`src/rtl/video_mode_ctrl.sv`:
```
// video_mode_ctrl: video output mode controller for the chip8 board tops.
// Generates the power-on phase, picks the boot mode from the scandoubler
// settings byte, cycles modes on a debounced key release or loads a mode
// directly from the OSD, stretches the host reset into the core reset and
// muxes the core syncs onto the board VGA sync pins.
module video_mode_ctrl #(
  parameter int NUM_MODES       = 2,
  parameter int POR_CYCLES      = 255,
  parameter int CORE_RST_CYCLES = 255,
  parameter int DEBOUNCE_CYCLES = 16,
  parameter int DEFAULT_BIT     = 0
) (
  input  logic       clk,
  input  logic       reset,
  input  logic [7:0] sram_data,
  input  logic       key_mode,
  input  logic       sel_valid,
  input  logic [1:0] sel_mode,
  input  logic       host_reset_n,
  input  logic       hsync_in,
  input  logic       vsync_in,
  input  logic       clkcolor,
  output logic [1:0] mode,
  output logic       por,
  output logic       core_reset,
  output logic       mode_change,
  output logic       hsync_out,
  output logic       vsync_out
);

  localparam int POR_W  = $clog2(POR_CYCLES);
  localparam int CRST_W = $clog2(CORE_RST_CYCLES) + 1;
  localparam int DEB_W  = $clog2(DEBOUNCE_CYCLES) + 1;

  localparam logic [POR_W-1:0]  POR_LAST  = POR_W'(POR_CYCLES - 1);
  localparam logic [CRST_W-1:0] CRST_LAST = CRST_W'(CORE_RST_CYCLES - 1);
  localparam logic [DEB_W-1:0]  DEB_LAST  = DEB_W'(DEBOUNCE_CYCLES - 1);
  localparam logic [1:0]        LAST_MODE = 2'(NUM_MODES - 1);
  localparam logic [2:0]        MODE_COUNT = 3'(NUM_MODES);

  logic [POR_W-1:0]  por_cnt;
  logic              sram_bit;
  logic              key_s1;
  logic              key_sync;
  logic              key_deb;
  logic              key_deb_d;
  logic [DEB_W-1:0]  deb_cnt;
  logic              host_s1;
  logic              host_sync;
  logic [CRST_W-1:0] crst_cnt;
  logic [1:0]        mode_next;
  logic              key_release;
  logic              sel_ok;
  logic              boot_load;
  logic              csync;
  logic              unused_settings;

  // Only the selected settings bit matters; the others are consumed here so they read as intentional.
  assign unused_settings = ^sram_data;

  assign key_release = key_deb_d & ~key_deb;
  assign sel_ok      = sel_valid && ({1'b0, sel_mode} < MODE_COUNT);
  assign boot_load   = por && (por_cnt == POR_LAST);
  assign csync       = ~(hsync_in ^ vsync_in);

  // Power-on phase: count up after reset release, drop por once the last count is reached.
  always_ff @(posedge clk or posedge reset) begin
    if (reset) begin
      por_cnt <= '0;
      por     <= 1'b1;
    end else if (por) begin
      if (por_cnt == POR_LAST)
        por <= 1'b0;
      else
        por_cnt <= por_cnt + POR_W'(1);
    end
  end

  // Capture the boot-mode settings bit while the SRAM is held at the settings address.
  always_ff @(posedge clk or posedge reset) begin
    if (reset)
      sram_bit <= 1'b0;
    else if (por)
      sram_bit <= sram_data[DEFAULT_BIT];
  end

  // Two-flop synchronisers for the raw key level and the host reset request.
  always_ff @(posedge clk or posedge reset) begin
    if (reset) begin
      key_s1    <= 1'b0;
      key_sync  <= 1'b0;
      host_s1   <= 1'b0;
      host_sync <= 1'b0;
    end else begin
      key_s1    <= key_mode;
      key_sync  <= key_s1;
      host_s1   <= host_reset_n;
      host_sync <= host_s1;
    end
  end

  // Debouncer: the level follows the synced key only after a full run of disagreeing cycles.
  always_ff @(posedge clk or posedge reset) begin
    if (reset) begin
      deb_cnt   <= '0;
      key_deb   <= 1'b0;
      key_deb_d <= 1'b0;
    end else begin
      key_deb_d <= key_deb;
      if (key_sync == key_deb) begin
        deb_cnt <= '0;
      end else if (deb_cnt == DEB_LAST) begin
        key_deb <= key_sync;
        deb_cnt <= '0;
      end else begin
        deb_cnt <= deb_cnt + DEB_W'(1);
      end
    end
  end

  // Next mode: a legal OSD select beats a key release; nothing changes during the power-on phase.
  always_comb begin
    mode_next = mode;
    if (!por) begin
      if (sel_ok)
        mode_next = sel_mode;
      else if (key_release)
        mode_next = (mode == LAST_MODE) ? 2'd0 : mode + 2'd1;
    end
  end

  // Mode register with boot load, plus a change pulse aligned with the first cycle of a new value.
  always_ff @(posedge clk or posedge reset) begin
    if (reset) begin
      mode        <= 2'd0;
      mode_change <= 1'b0;
    end else if (boot_load) begin
      mode        <= sram_bit ? 2'd0 : 2'd1;
      mode_change <= 1'b0;
    end else begin
      mode        <= mode_next;
      mode_change <= (mode_next != mode);
    end
  end

  // Core reset: held while por or host reset is active, then stretched for a fixed number of cycles.
  always_ff @(posedge clk or posedge reset) begin
    if (reset) begin
      crst_cnt   <= '0;
      core_reset <= 1'b1;
    end else if (por || !host_sync) begin
      crst_cnt   <= '0;
      core_reset <= 1'b1;
    end else if (core_reset) begin
      if (crst_cnt == CRST_LAST)
        core_reset <= 1'b0;
      else
        crst_cnt <= crst_cnt + CRST_W'(1);
    end
  end

  // Sync pin mux: VGA passes syncs through, RGB/composite modes drive composite sync on HS.
  always_comb begin
    hsync_out = csync;
    vsync_out = 1'b1;
    case (mode)
      2'd0: begin
        hsync_out = hsync_in;
        vsync_out = vsync_in;
      end
      2'd1:    vsync_out = 1'b1;
      2'd2:    vsync_out = clkcolor;
      default: vsync_out = 1'b0;
    endcase
  end

endmodule

```
`config.mk`:
```
export PLATFORM = sky130hd
export DESIGN_NAME = video_mode_ctrl
export DESIGN_NICKNAME = d
export VERILOG_FILES = /design/src/rtl/video_mode_ctrl.sv
export SDC_FILE = /design/constraint.sdc
export NUM_CORES = 1
export LEC_CHECK = 0
export BUFFER_PORTS_ARGS = -buffer_cell sky130_fd_sc_hd__buf_2
export CAP_MARGIN = 10
export CORE_ASPECT_RATIO = 2
export CORE_MARGIN = 2
export CORE_UTILIZATION = 55
export DETAILED_ROUTE_END_ITERATION = 12
export HOLD_SLACK_MARGIN = 0.08
export MAX_ROUTING_LAYER = met4
export PLACE_DENSITY = 0.77
export SLEW_MARGIN = 20
export SYNTH_ARGS = -nofsm -noshare
export SYNTH_HDL_FRONTEND = slang
export SYNTH_SLANG_ARGS = --single-unit
```
`constraint.sdc`:
```
create_clock -name clk -period 4.56 [get_ports clk]
set_input_delay 0.228 -clock clk [delete_from_list [all_inputs] [get_ports clk]]
set_output_delay 0.228 -clock clk [all_outputs]
set_load 0.02 [all_outputs]
```
### Yosys cells after proc, flatten, opt, wreduce, memory -nomap -nowiden

Cells that the tools add are included.

* flip-flop bits (word level): 34
* logic and storage cells: 61
* input bits: 18
* output and inout port bits: 7

* reductions and logical operators: 9
* bitwise logic cells: 6
* equality and inequality tests: 8
* muxes and demuxes: 19
* $lt $le $gt $ge: 1
* $add $sub $neg: 4

Operators by type and width (count)
* $mux W9: 3
* $mux W2: 5
* $mux W5: 2
* $add A9 B1 Y9 const B: 1
* $eq A9 B8 Y1 const B: 1
* $add A8 B1 Y8 const B: 1
* $eq A8 B8 Y1 const B: 1
* $mux W1: 8
* $reduce_and A2 Y1: 3
* $add A5 B1 Y5 const B: 1
* $eq A5 B4 Y1 const B: 1
* $not A1 Y1: 4
* $pmux W1 S3: 1
* $add A2 B1 Y2 const B: 1
* $eq A2 B1 Y1 const B: 1
* $eq A2 B2 Y1 const B: 1
* $logic_and A1 B1 Y1: 2
* $logic_not A2 Y1: 1
* $lt A2 B2 Y1 const B: 1
* $ne A2 B2 Y1: 1
* $ne A2 B2 Y1 const B: 1
* $reduce_bool A2 Y1: 1
* $and A1 B1 Y1: 1
* $eq A1 B1 Y1: 1
* 3 further kinds: 3

### Logic depth before layout (Yosys ltp)

* depth in word-level cells: 7
* gate-level depth with buffers: 6
* depth with buffers taken out: 6

### Worst setup path before layout

Ideal clock, no wire load.

* path kind: reg-to-reg
* from: reg por_cnt[0]
* to: reg por_cnt[4]
* path slack: 3.055 ns
* path buffers: 0
* required time: 4.436 ns
* cell stages (with the launch flop): 7
* period minus slack after synthesis: 1.505 ns
* arrival: 1.381 ns
* library setup time: 0.124 ns
* cells stage by stage: dfrtp_1 > inv_1 > ha_1 > nand2_1 > or3_4 > and3_1 > xor2_1

* cells in the longest elaborated chain, start to end: 3
* elaborated cells on any way between the ends: 4
* those cells by class: add/sub: 1; eq/ne: 1; bitwise: 1; reduce/logical: 1

Ends and longest elaborated chain
* from (decl): RTL line 41 `logic [POR_W-1:0] por_cnt;`
* from (signal assigned): RTL line 75 `por_cnt <= por_cnt + POR_W'(1);`
* parallel branches: the longest is 3 deep, another holds $add A8 B1 Y8

Several ways; the timed one is not identified.
A chain may end at the register's enable or synchronous reset.

### Final worst setup path

Same ends and word-level chain as after synthesis.

==> results.md <==
* Outcome: finished, final reports clean
* Instance area after placement at about 1700 µm²
* Resized cells post-CTS at 0
* DP HPWL at approximately 2 mm
* Port Buffers at 17
* Leading register cell type out of synthesis: dfrtp_1
* Grt ovf at 0
* Critical path endpoint category: register
* Avg Synthesized Cell Area at about 11 µm²
* Biggest area contributors in the synthesized netlist: dfrtp_1, xor2_1, ha_1, dfstp_2, nor2_1
* Worst slew margin relative to its limit at 0.7258
* GRT met2 Usage at 0.3578
* Buffer count from post-CTS setup fixing at 0
* Clock tree root buffer cell: clkbuf_8
* Final number of setup-violating endpoints at 0
* Antenna Cells at 0
* Maximum count of clock buffers along a single path at 2
* Distinct cells, synth at 39
* Post-synth EDFFs at 0
* Max-cap check violation count at 0
* Routed wire per std cell at 13.75 µm
* Worst-case register-to-register setup slack at just under 3 ns
* Final critical-path setup slack at roughly 2.9 ns
* Final cell area excluding filler cells at roughly 1800 µm²
* Core footprint at about 2700 µm²
* Category of the critical setup timing path: reg2reg
* Height of the die at around 80 µm
* Critical Path Start Type: register
* Sequential cell area fraction in the yosys report at 0.5426
* Total Die Area at roughly 3300 µm²
* Total design power at 0.0005784 W
* Detailed Routing Iterations Pass 1 at 4
* Peak supply drop at 0.2892 mV
* Highest achievable clock rate at slightly above 600 MHz
* Final period utilization at 0.3566
* Reg clk slew, reported paths at roughly 0.060 ns
* Chip Width at roughly 42 µm
* Fraction of met1 tracks used by global routing at 0.2021
* Antenna violations before repair at 0
* Fraction of final layout cells with drive strength greater than 1 at 0.2164
* Unrepaired setup endpoints after global routing: false
* Number of synthesized register bits at 34
* Cell leakage power at between 0.8 and 0.9 nW
* Starting density of the core at 0.5748
* Pwr per Cell Area at around 320 nW/µm²
* Cells on worst reg2reg path at 6
* Maximum level of the CTS H-tree at 2
* Asr flop ratio synth at 1.000
* DR iter-0 viols at 25
* Global route hottest layer: met2
* GRT Util Overall at 0.1985
* Drc violations at 0
* Post-synthesis instance total at between 100 and 150
* Largest area contributor in the netlist: dfrtp_1
* Leading post-synthesis cells by instance count: dfrtp_1, nor2_1, xor2_1, nand2_1, o21ai_0
* Slowest cell on crit path: dfrtp_1
* Fin. Hold Viols at 0
* Largest net degree at the start of global routing at 35
* Layout overhead on the synthesized area at 15.35%
* Number of global-route vias before repair at 1198
* I/O pin total at 25
* First-pass GRT wire length at ~5 mm
* Per-cell via count in the routed design at ~5.7
* Minimum clock period after layout at approximately 1.6 ns
* Clock latency at the later pin of the worst-skew pair at between 0.2 and 0.3 ns
* Netlist area before placement at between 1500 and 2000 µm²
* Final GP Congestion at approximately 0.86
* Sinks on the clock net at 34
* Maximum cell stage delay along the critical path at about 0.44 ns
* Setup slack at placement at around 2.9 ns
* Total nets after synthesis at approximately 170
* Number of placement rows at 27
* Setup TNS at 0 ns
* Clock buffers created by TritonCTS at 5
* Cell depth of the worst hold path at 2
* Count of vias placed by the detailed router at between 1000 and 1500
* Worst path cell trace: inv_1 -> ha_1 -> nand2_1 -> or3_4 -> and3_1 -> xor2_1
* GRT met3 Usage at 0.04072
* Number of max-slew violations in the final report at 0
* Required @ worst endpoint at approximately 4.7 ns
* Top-area cell type share of the netlist area at 0.5091
* Kind of path behind the tightest hold check: in2reg
* Total wire length at ~2.8 mm
* Actual slew at the worst max-slew pin at between 0.4 and 0.5 ns
* TritonCTS clock tree: done
* Largest fanout of any net on the critical path at 5
* Yosys warnings at 0
* Worst endpoint data arrival time at ~1.8 ns
* Largest clock skew in the final design at between 0.002 and 0.0025 ns
* Post-detailed-route count of antenna-violating nets at 0
* Count of fill cells added during filler insertion at about 220
* Most used standard cell by instance count after synthesis: dfrtp_1
* Number of nets in the layout at a little under 200
[sequential cells by signal, summed over array words and instances (netlist names)]
signal / flops
key_deb_d: 1
crst_cnt: 9
host_s1: 1
por: 1
por_cnt: 8
mode_change: 1
key_s1: 1
sram_bit: 1
core_reset: 1
mode: 2
key_sync: 1
key_deb: 1
host_sync: 1
deb_cnt: 5
[logic make-up after synthesis]
kind of cell	after synthesis	synth area share
buffers and inverters	7	0.01749
adder cells (fa/ha/maj)	5	0.03978
multiplexers	5	0.03421
AND/OR/NAND/NOR	57	0.2021
flip-flops	34	0.5426
XOR/XNOR	12	0.06683
AO/OA/AOI/OAI	24	0.09705
[through the flow]
stage	instances	utilization	hold slack, ns
after floorplan	144	-	0.2594
after global placement	189	0.6187	0.3234
after detailed placement	189	0.6187	0.3364
after CTS	200	0.6630	0.1815
after global routing	200	0.6630	0.1853
final	200	0.6630	0.1869
[timing repair]
| item | 4_1_cts | 5_1_grt |
|---|---|---|
| hold buffers | 3 | 0 |
| hold endpoints to repair | 34 | 0 |
| setup endpoints to repair | 0 | 0 |
[area by class of cell]
type                    instances  area [µm²]  share of cell area
flip-flops and latches         34       853.3              0.4703
multi-input cells             103       691.9              0.3814
repair buffers                 21       122.6             0.06759
clock buffers                   7       86.33             0.04759
well taps                      29       36.28             0.02000
inverters                       5       18.77             0.01034
clock inverters                 1       5.005            0.002759
[cell usage in the layout, fill, tap and decap left out, types with 4 or more instances in the layout]
| master | n |
|---|---|
| a21oi_1 | 4 |
| buf_2 | 17 |
| clkbuf_8 | 6 |
| dfrtp_1 | 32 |
| ha_1 | 5 |
| inv_1 | 4 |
| nand2_1 | 8 |
| nand2b_1 | 4 |
| nand3_1 | 4 |
| nor2_1 | 12 |
| nor2b_1 | 4 |
| nor3_1 | 6 |
| o21ai_0 | 8 |
| xor2_1 | 9 |
[path summary, 6_finish.rpt]
check	start	end
max reg2reg	por_cnt[0]$_DFFE_PP0P_	por_cnt[4]$_DFFE_PP0P_
min	sram_data[0]	sram_bit$_DFFE_PP0P_
max in group asynchronous	reset	por$_DFF_PP1_
min reg2reg	host_s1$_DFF_PP0_	host_sync$_DFF_PP0_
max	por_cnt[0]$_DFFE_PP0P_	por_cnt[4]$_DFFE_PP0P_
min in group asynchronous	reset	key_sync$_DFF_PP0_
[worst max-delay path: cells and delay by family, from the launching register on]
| family | cells | cell delay (ns) |
|---|---|---|
| simple gates | 3 | 0.70 |
| flops | 1 | 0.44 |
| fa+ha+maj | 1 | 0.15 |
| xor+xnor | 1 | 0.14 |
| buf+inv | 1 | 0.08 |
[routing by layer]
layer  share of wire  vias up
li1                -      550
met1            0.37      550
met2            0.58       24
met3           0.027        8
met4           0.020        0
met5               0        -
[report_power, final]
part           leakage (nW)  internal, W  switching [W]
sequential            0.450     0.000309     0.00000719
clock                0.0482     0.000122      0.0000974
combinational         0.372    0.0000190      0.0000239
total                 0.870     0.000450       0.000128
Power figures use the tool's default switching activity.
